### config.mk
export PLATFORM = sky130hd
export DESIGN_NAME = seq_array_mult
export DESIGN_NICKNAME = d
export VERILOG_FILES = /design/src/rtl/seq_array_mult.sv
export SDC_FILE = /design/constraint.sdc
export NUM_CORES = 1
export LEC_CHECK = 0
export CORE_MARGIN = 2
export CORE_UTILIZATION = 30
export DETAILED_ROUTE_END_ITERATION = 12
export SYNTH_ARGS = -nofsm -noshare
export SYNTH_HDL_FRONTEND = slang
export SYNTH_SLANG_ARGS = --single-unit
### constraint.sdc
create_clock -name clk -period 2.6 [get_ports clk]
set_input_delay 0.52 -clock clk [delete_from_list [all_inputs] [get_ports clk]]
set_output_delay 0.52 -clock clk [all_outputs]
set_load 0.02 [all_outputs]
### src/rtl/seq_array_mult.sv
// seq_array_mult: sequential shift-and-add array multiplier.
// One partial-product row is accumulated per cycle, so a product is ready
// WIDTH cycles after its operands are accepted. The input side uses a
// valid/ready handshake, as does the output side.
// Optional feature: define SEQ_ARRAY_MULT_SIGNED_EN to honour sgn, which
// selects two's-complement operands. Without it, every operation is unsigned.
module seq_array_mult #(
  parameter int WIDTH = 4
) (
  input  logic               clk,
  input  logic               rst,
  input  logic               in_valid,
  output logic               in_ready,
  input  logic [WIDTH-1:0]   a,
  input  logic [WIDTH-1:0]   b,
  input  logic               sgn,
  output logic               out_valid,
  input  logic               out_ready,
  output logic [2*WIDTH-1:0] p,
  output logic               busy
);

  localparam int PW = 2 * WIDTH;
  localparam int CW = (WIDTH > 1) ? $clog2(WIDTH) : 1;

`ifdef SEQ_ARRAY_MULT_SIGNED_EN
  localparam bit SIGNED_EN = 1'b1;
`else
  localparam bit SIGNED_EN = 1'b0;
`endif

  typedef enum logic [1:0] {
    IDLE = 2'd0,
    RUN  = 2'd1,
    DONE = 2'd2
  } state_t;

  state_t          state;
  state_t          state_nxt;
  logic            accept;
  logic            last_row;
  logic [WIDTH-1:0] a_q;
  logic [WIDTH-1:0] b_q;
  logic            sgn_q;
  logic            sgn_eff;
  logic [CW-1:0]   cnt;
  logic [PW-1:0]   acc;
  logic [PW-1:0]   a_ext;
  logic [PW-1:0]   row;
  logic [PW-1:0]   acc_nxt;

  // The signed mode is only active when the feature is built in.
  assign sgn_eff  = SIGNED_EN & sgn_q;
  assign last_row = (cnt == CW'(WIDTH - 1));

  // Partial-product row for the current cnt, and the next accumulator value.
  // In signed mode, the top multiplier bit carries negative weight, so its
  // row is subtracted.
  always_comb begin
    a_ext   = sgn_eff ? {{WIDTH{a_q[WIDTH-1]}}, a_q} : {{WIDTH{1'b0}}, a_q};
    row     = b_q[cnt] ? (a_ext << cnt) : '0;
    acc_nxt = (sgn_eff && last_row) ? (acc - row) : (acc + row);
  end

  // State register.
  always_ff @(posedge clk) begin
    if (rst) begin
      state <= IDLE;
    end else begin
      state <= state_nxt;
    end
  end

  // Next-state and handshake outputs.
  always_comb begin
    state_nxt = state;
    in_ready  = 1'b0;
    out_valid = 1'b0;
    busy      = 1'b0;
    accept    = 1'b0;
    case (state)
      IDLE: begin
        in_ready = 1'b1;
        if (in_valid) begin
          accept    = 1'b1;
          state_nxt = RUN;
        end
      end
      RUN: begin
        busy = 1'b1;
        if (last_row) begin
          state_nxt = DONE;
        end
      end
      DONE: begin
        out_valid = 1'b1;
        in_ready  = out_ready;
        if (out_ready) begin
          if (in_valid) begin
            accept    = 1'b1;
            state_nxt = RUN;
          end else begin
            state_nxt = IDLE;
          end
        end
      end
      default: begin
        state_nxt = IDLE;
      end
    endcase
  end

  // Operand capture, row accumulation and product register. Reset takes
  // priority, so an accept attempted during reset is dropped.
  always_ff @(posedge clk) begin
    if (rst) begin
      a_q   <= '0;
      b_q   <= '0;
      sgn_q <= 1'b0;
      cnt   <= '0;
      acc   <= '0;
      p     <= '0;
    end else if (accept) begin
      a_q   <= a;
      b_q   <= b;
      sgn_q <= sgn;
      cnt   <= '0;
      acc   <= '0;
    end else if (state == RUN) begin
      acc <= acc_nxt;
      cnt <= last_row ? '0 : cnt + 1'b1;
      if (last_row) begin
        p <= acc_nxt;
      end
    end
  end

endmodule

==> results of run 1 <==
## cell families after synthesis
group	share of synthesized area [%]
adders and majority gates	7.69
and+or+nand+nor	23.6
xor gates and xnor gates	0.561
buffers and inverters	4.57
muxes	7.93
AOI/OAI and AO/OA	19.8
DFF	35.9
## synth_stat cells, types with 2 or more instances
cell type and count:
nand2b_1 2, ha_1 8, and2_1 4, a211oi_1 3
nor2b_1 5, clkbuf_1 5, o31ai_1 3, o21a_1 2
inv_1 8, or4_1 2, nand2_1 24, o2111ai_1 2
nor2_1 15, a21o_1 3, o211ai_1 2, buf_2 3
nand3_1 11, dfxtp_1 28, mux2i_1 9, a21oi_1 14
o21ai_0 2, nor3_1 3, a2111o_1 3, or3_1 2
## power breakdown
part	internal [mW]	total [mW]	switching, mW
Sequential	0.440	0.451	0.0116
Clock	0.136	0.274	0.138
Combinational	0.0539	0.110	0.0560
## what timing repair did
| action | CTS | global route |
|---|---|---|
| setup buffers | 0 | 0 |
| setup endpoints to repair | 0 | 8 |
| hold buffers | 0 | 0 |
| gates resized for setup | 0 | 6 |
## cell type report
cell class | count | area (sq um)
timing repair buffer | 30 | 280
tap | 70 | 87.6
clock buffer | 4 | 55.1
multi-input combinational | 139 | 952
inverter | 8 | 30.0
fill | 550 | 3100
sequential | 28 | 566
## sequential cells by signal (all words and copies together) (netlist names)
register and cells:
state 2, cnt 2, p 8, b_q 4, acc 8, a_q 4
## worst min-delay path, stage by stage (launching register included)
cell and delay (ns):
dfxtp_1 0.32, nand2_1 0.05, a21oi_1 0.05
## stage by stage
stage / total power [mW] / cells / util, % / hold slack (ns)
finish: 0.836 / 279 / 38.8 / 0.461
global route: 0.873 / 279 / 38.8 / 0.482
CTS: 0.844 / 279 / 38.3 / 0.465
detailed placement: 0.572 / 275 / 37.2 / 0.451
global placement: 0.571 / 275 / 37.2 / 0.444
floorplan: 0.524 / 184 / - / 0.441
## layer usage
metal / track usage (%) / share of wire [%] / vias to the layer above
met1: 15.9 / 49 / 629
met2: 19.5 / 46 / 18
met3: 1.90 / 2.6 / 5
li1: - / - / 715
met4: 5.45 / 1.9 / 0
met5: 0 / 0 / -
## worst max path at each step
stage | start | endpoint | slack [ns] | cells past startpoint
final | cnt[0] | acc[7] | 0.15 | 7
after global placement | cnt[1] | acc[7] | 0.05 | 9
after detailed placement | cnt[1] | acc[7] | 0.04 | 9
after global routing | cnt[0] | acc[7] | 0.03 | 7
after CTS | cnt[1] | p[7] | 0.02 | 9
after floorplan | cnt[1] | acc[7] | 0.07 | 10
==> impl_metrics.csv, run 1 <==
group,metric,value,unit
clocking,clkLatencyLatePin,0.28,ns
floorplan,num_io_pins,24,
layout,drive_gt1_share,10.5,%
synth,ys_ff_latch,28,
sta,fin_skew,0.00283,ns
routing,drt_drc_violations_left,0,
setup_path,reg2regPathDepth,7,
layout,num-nets-final,232,
sta,slew_viol_final,0,
sta,max_clock_freq,408,MHz
layout,final_area,0.00197,sq mm
routing,wirelength,3410,um
synth,synth_warnings,0,
routing,routed_via_density,4.90,
clocking,cts.sinks,28,
flow_run,cap_violations,0,
setup_path,cp-end-kind,"register",
setup_path,r2r-end,"acc[7]",
setup_path,cpMostUsedCell,"a2111o_1",
outcome,outcome,"completed",
placement,dpl_worst_slack,0.0395,ns
placement,place_area,0.00189,sq mm
setup_path,path_buf_inv,0,
sta,finalHoldViolCount,0,
floorplan,die_w,76.1,um
clocking,path_clk_slew,0.09,ns
clocking,cts_root_buf,"clkbuf_8",
grt,grt_pass1_vias,1245,
setup_path,crit_path_cell_trace,"mux4_2 > and2_1 > ha_4 > nand3_2 > a2111o_1 > a2111o_1 > o21ai_2",
setup_path,start_kind,"register",
sta,rsz0062_at_grt,"false",
placement,dpl.hpwl,2620,um
synth,async_reset_ff_share,0,%
setup_path,critPathKind,"register to register",
worst_hold_path,min_path_type,"register to register",
routing,wire_per_inst,12.2,um
setup_path,critical_path.max_fanout,4,
synth,seq_area_frac_synth,35.9,%
routing,firstDrtPassIters,4,
clocking,cts_inserted_buffers,3,
grt,antenna_found_initial,0,
worst_hold_path,holdPathStages,2,
synth,avgSynthCellArea,8.49,sq um
synth,synth_top_cell_by_area,"dfxtp_1",
setup_path,reg2reg_slack,0.15,ns
worst_hold_path,hold_start,"p[2]",
synth,synthFlopType,"dfxtp_1",
grt,grt_max_degree,19,
sta,setup_viol,0,
setup_path,slowest_delay,0.52,ns
floorplan,core,0.00507,sq mm
floorplan,die-area,0.00580,sq mm
setup_path,required,2.82,ns
sta,finalSetupTns,0,ns
layout,syn_to_final_growth,26.2,%
layout,final_common_cell,"dfxtp_1",
routing,drt_iter0_drc,94,
synth,synthesis.area,0.00156,sq mm
setup_path,r2r_start,"cnt[0]",
synth,synth_edf_count,0,
layout,layout_common_cells,"dfxtp_1 (26), nand2_1 (24), clkdlybuf4s50_1 (22)",
grt,grt_pass1_wl,5640,um
power,power.leakage,0.766,nW
worst_hold_path,worstHoldEndpoint,"p[2]",
setup_path,cp.arrival,2.68,ns
sta,fin_crit_sh,94.3,%
floorplan,rows,26,
clocking,cts_tree,"done",
clocking,cts_buffer_depth,2,
placement,placement.io_buffers,22,
synth,synth_cells,184,
routing,vias,1367,
clocking,cts_max_level,1,
synth,syn_nets,206,
floorplan,start_util,30.8,%
layout,diodes,0,
setup_path,cpLargestDelayFamily,"compound AO/OA/AOI/OAI gates",
placement,place_congestion,0.872,
power,pwr_density_cell,424,mW/mm^2
routing,ant_nets,0,
synth,synth_area_leaders,"dfxtp_1 (36%), ha_1 (6.4%), mux2i_1 (5.8%), nand2_1 (5.8%), a21oi_1 (4.5%)",
setup_path,slowest_stage,"mux4_2",
grt,grtUsageTotal,12.0,%
sta,period_minus_slack,2.45,ns
sta,timing.final.ws_setup,0.148,ns
sta,relSlewSlack,69.4,%
synth,synth_top_area_share,35.9,%
floorplan,dieHeight,76.1,um
power,vdd_drop_max,0.000213,V
sta,worstMarginPinSlew,0.456,ns
synth,synth.distinct_cells,45,
grt,overflow,0,
(Power assumes the default switching activity.)
==> inputs of run 2 (changes only) <==
--- a/config.mk
+++ b/config.mk
@@ -5,9 +5,11 @@
 export SDC_FILE = /design/constraint.sdc
 export NUM_CORES = 1
 export LEC_CHECK = 0
+export ABC_CLOCK_PERIOD_IN_PS = 2600
 export CORE_MARGIN = 2
 export CORE_UTILIZATION = 30
 export DETAILED_ROUTE_END_ITERATION = 12
+export SETUP_SLACK_MARGIN = 0.1
 export SYNTH_ARGS = -nofsm -noshare
 export SYNTH_HDL_FRONTEND = slang
 export SYNTH_SLANG_ARGS = --single-unit
==> impl_metrics.csv, run 2 (same netlist as run 1, synthesis figures left out) <==
group,metric,value,unit
placement,placement.io_buffers,22,
power,vdd_drop_max,0.000174,V
clocking,cts.sinks,28,
flow_run,cap_violations,0,
floorplan,die_w,76.1,um
sta,max_clock_freq,419,MHz
setup_path,required,2.82,ns
clocking,clkLatencyLatePin,0.27,ns
clocking,path_clk_slew,0.10,ns
layout,layout_common_cells,"dfxtp_1 (26), nand2_1 (24), clkdlybuf4s50_1 (22)",
clocking,hold_buffers,0,
floorplan,dieHeight,76.1,um
layout,final_common_cell,"dfxtp_1",
grt,grtUsageTotal,12.6,%
layout,syn_to_final_growth,31.1,%
setup_path,reg2reg_slack,0.21,ns
sta,rsz0062_at_grt,"false",
grt,grt_max_degree,19,
sta,finalHoldViolCount,0,
clocking,cts_buffer_depth,2,
sta,fin_crit_sh,91.8,%
sta,setup_viol,0,
clocking,cts_root_buf,"clkbuf_8",
power,pwr_density_cell,409,mW/mm^2
setup_path,critPathKind,"register to register",
layout,drive_gt1_share,15.4,%
grt,grt_pass1_vias,1297,
setup_path,start_kind,"register",
setup_path,cp-end-kind,"register",
setup_path,critical_path.max_fanout,4,
sta,fin_skew,0.00241,ns
clocking,cts_inserted_buffers,3,
routing,wirelength,3520,um
routing,wire_per_inst,12.4,um
grt,grt_pass1_wl,5920,um
layout,nFillCells,548,
power,power.leakage,0.784,nW
floorplan,die-area,0.00580,sq mm
sta,worstMarginPinSlew,0.393,ns
clocking,cts_tree,"done",
sta,holdWs,0.460,ns
sta,slew_viol_final,0,
layout,num-nets-final,237,
sta,relSlewSlack,73.6,%
sta,finalSetupTns,0,ns
sta,period_minus_slack,2.39,ns
routing,ant_nets,0,
placement,place_congestion,0.780,
grt,overflow,0,
routing,drt_iter0_drc,39,
routing,firstDrtPassIters,4,
routing,drt_drc_violations_left,0,
layout,diodes,0,
placement,dpl.hpwl,2620,um
setup_path,cp.arrival,2.61,ns
worst_hold_path,min_path_type,"register to register",
routing,vias,1389,
clocking,cts_max_level,1,
grt,antenna_found_initial,0,
floorplan,start_util,30.8,%
floorplan,num_io_pins,24,
outcome,outcome,"completed",
routing,routed_via_density,4.89,
floorplan,rows,26,
floorplan,core,0.00507,sq mm
layout,largestRegisters,"acc: 8 flops, p: 8 flops",
run 2: through the flow:
step / power (mW) / std cells / worst slack, ns / util (%) / instance area [sq um]
4_1_cts: 0.848 / 282 / 0.123 / 39.0 / 1980
5_1_grt: 0.878 / 284 / 0.0800 / 40.3 / 2050
3_5_place_dp: 0.570 / 278 / 0.0940 / 37.6 / 1910
3_3_place_gp: 0.569 / 278 / 0.107 / 37.6 / 1910
2_1_floorplan: 0.524 / 184 / 0.141 / - / 1560
6_report: 0.837 / 284 / 0.213 / 40.3 / 2050
run 2: power breakdown:
part / switching (mW) / total [mW] / internal, mW
Combinational: 0.0569 / 0.112 / 0.0556
Sequential: 0.0122 / 0.452 / 0.440
Clock: 0.136 / 0.272 / 0.136
run 2: area by class of cell:
cell class	count	area (sq um)	area share, %
inverter	8	30.0	1.47
clock buffer	4	55.1	2.69
multi-input combinational	139	991	48.4
sequential	28	566	27.6
tap	70	87.6	4.28
timing repair buffer	35	318	15.5
run 2: worst paths after layout:
path / start / to / depth (start not counted)
max: cnt[0] / p[7] / 7
min reg2reg: p[3] / p[3] / 2
max reg2reg: cnt[0] / p[7] / 7
min: p[3] / p[3] / 2
run 2: worst max-delay path, stage by stage (launching register included):
cell      delay [ns]
dfxtp_2         0.35
mux4_2          0.52
and2_4          0.17
ha_4            0.29
nand3_2         0.08
a2111o_1        0.48
a2111o_1        0.39
nand3_1         0.07
run 2: what timing repair did:
item | 4_1_cts | 5_1_grt
endpoints found under the setup margin | 3 | 6
resized for setup | 2 | 11
pin swaps | 0 | 2
buffers inserted | 0 | 2
run 2: routing by layer:
layer  up-vias  routed length, um  GRT usage, %
li1        727                  -             -
met1       641               1770          17.4
met2        16               1610          20.1
met3         5                104          2.13
met4         0                 46          3.82
met5         -                  0             0
==> inputs of run 3 (changes only) <==
--- a/config.mk
+++ b/config.mk
@@ -7,9 +7,12 @@
 export LEC_CHECK = 0
 export ABC_CLOCK_PERIOD_IN_PS = 2600
 export CORE_MARGIN = 2
-export CORE_UTILIZATION = 30
+export CORE_UTILIZATION = 46
 export DETAILED_ROUTE_END_ITERATION = 12
+export HOLD_SLACK_MARGIN = 0.05
+export PLACE_DENSITY = 0.73
 export SETUP_SLACK_MARGIN = 0.1
 export SYNTH_ARGS = -nofsm -noshare
 export SYNTH_HDL_FRONTEND = slang
 export SYNTH_SLANG_ARGS = --single-unit
+export TNS_END_PERCENT = 20
==> impl_metrics.csv, run 3 (same netlist as run 1, synthesis figures left out) <==
group,metric,value,unit
outcome,outcome,"completed",
power,pwr_density_cell,436,mW/mm^2
placement,place_congestion,0.880,
floorplan,core,0.00331,sq mm
worst_hold_path,hold_start,"p[3]",
floorplan,num_io_pins,24,
sta,period_minus_slack,2.42,ns
clocking,cts_root_buf,"clkbuf_4",
sta,fin_crit_sh,93.1,%
clocking,cts_buffer_depth,2,
worst_hold_path,min_path_type,"register to register",
power,vdd_drop_max,0.000254,V
sta,slew_viol_final,0,
grt,overflow,0,
sta,relSlewSlack,70.8,%
power,finalPower,859,uW
floorplan,start_util,47.2,%
setup_path,cp.arrival,2.71,ns
flow_run,cap_violations,0,
sta,setup_viol,0,
sta,finalSetupTns,0,ns
routing,wirelength,3540,um
layout,syn_to_final_growth,26.0,%
routing,wire_per_inst,13.9,um
floorplan,die_w,62.3,um
floorplan,die-area,0.00388,sq mm
clocking,cts_inserted_buffers,3,
sta,rsz0062_at_grt,"true",
grt,antenna_found_initial,0,
worst_hold_path,holdPathStages,2,
layout,final_common_cell,"dfxtp_1",
layout,multi_input_area,982,sq um
clocking,cts_tree,"done",
setup_path,reg2reg_slack,0.18,ns
setup_path,critPathKind,"register to register",
clocking,path_clk_slew,0.17,ns
grt,grt_pass1_vias,1299,
layout,layout_common_cells,"dfxtp_1 (26), nand2_1 (24), clkdlybuf4s50_1 (22)",
clocking,cts_max_level,1,
setup_path,r2r-end,"acc[7]",
setup_path,start_kind,"register",
grt,grt_pass1_wl,5750,um
layout,drive_gt1_share,13.4,%
placement,placement.io_buffers,22,
layout,num-nets-final,232,
clocking,cts.sinks,28,
sta,max_clock_freq,413,MHz
worst_hold_path,worstHoldEndpoint,"p[3]",
layout,nFillCells,310,
setup_path,cp-end-kind,"register",
setup_path,required,2.89,ns
clocking,hold_buffers,0,
setup_path,reg2regPathDepth,7,
sta,worstMarginPinSlew,0.434,ns
floorplan,dieHeight,62.3,um
sta,fin_skew,0.0128,ns
placement,dpl.hpwl,2530,um
clocking,clkLatencyLatePin,0.35,ns
layout,largestRegisters,"acc: 8 flops, p: 8 flops",
routing,firstDrtPassIters,4,
routing,ant_nets,0,
grt,grtUsageTotal,18.4,%
floorplan,rows,21,
power,power.leakage,0.762,nW
routing,drt_iter0_drc,31,
routing,routed_via_density,5.51,
sta,finalHoldViolCount,0,
grt,grt_max_degree,19,
routing,drt_drc_violations_left,0,
setup_path,critical_path.max_fanout,4,
layout,regArea,566,sq um
layout,diodes,0,
setup_path,r2r_start,"cnt[0]",
routing,vias,1406,
-- run 3: worst max-delay path: stages, from the launching register on --
cell	delay, ns
dfxtp_2	0.38
mux4_2	0.52
and2_4	0.17
ha_4	0.29
nand3_2	0.12
a2111o_1	0.44
a2111o_1	0.39
o21ai_2	0.06
-- run 3: stage by stage --
| step | hold WS [ns] | worst slack [ns] | util [%] | instance area, sq um | instances |
|---|---|---|---|---|---|
| 3_3_place_gp | 0.442 | 0.139 | 55.7 | 1840 | 249 |
| 3_5_place_dp | 0.454 | 0.0715 | 55.7 | 1840 | 249 |
| 4_1_cts | 0.475 | 0.0654 | 57.6 | 1910 | 253 |
| 2_1_floorplan | 0.441 | 0.141 | - | 1560 | 184 |
| 6_report | 0.477 | 0.180 | 59.4 | 1970 | 255 |
| 5_1_grt | 0.495 | 0.0683 | 59.4 | 1970 | 255 |
-- run 3: worst max-delay path by stage --
stage / startpoint / end / slack (ns) / cells past startpoint
finish: cnt[0] / acc[7] / 0.18 / 7
global route: cnt[0] / p[6] / 0.07 / 9
CTS: cnt[0] / acc[5] / 0.07 / 7
detailed placement: cnt[0] / acc[7] / 0.07 / 7
global placement: cnt[1] / acc[7] / 0.14 / 9
floorplan: cnt[0] / acc[7] / 0.14 / 7
-- run 3: cell type report --
class,instances,area share [%]
multi-input combinational,139,49.9
sequential,28,28.7
timing repair buffer,30,14.2
tap,46,2.92
clock inverter,1,1.53
inverter,8,1.53
clock buffer,3,1.14
-- run 3: what timing repair did --
item | in CTS | in global routing
pin swaps | 1 | 2
gates resized for setup | 4 | 9
setup buffers | 0 | 2
endpoints found under the setup margin | 6 | 8
endpoints found under the hold margin | 0 | 0
-- run 3: layer usage --
| metal | up-vias | track usage, % | part of all wire, % |
|---|---|---|---|
| met4 | 0 | 7.50 | 1.5 |
| met2 | 18 | 32.6 | 51 |
| met3 | 5 | 2.17 | 2.1 |
| met5 | - | 0 | 0 |
| met1 | 666 | 22.8 | 45 |
| li1 | 717 | - | - |
-- run 3: power by group --
part	internal (mW)	switching [mW]
combinational	0.0532	0.0564
sequential	0.441	0.0124
clock	0.156	0.140
total	0.650	0.209
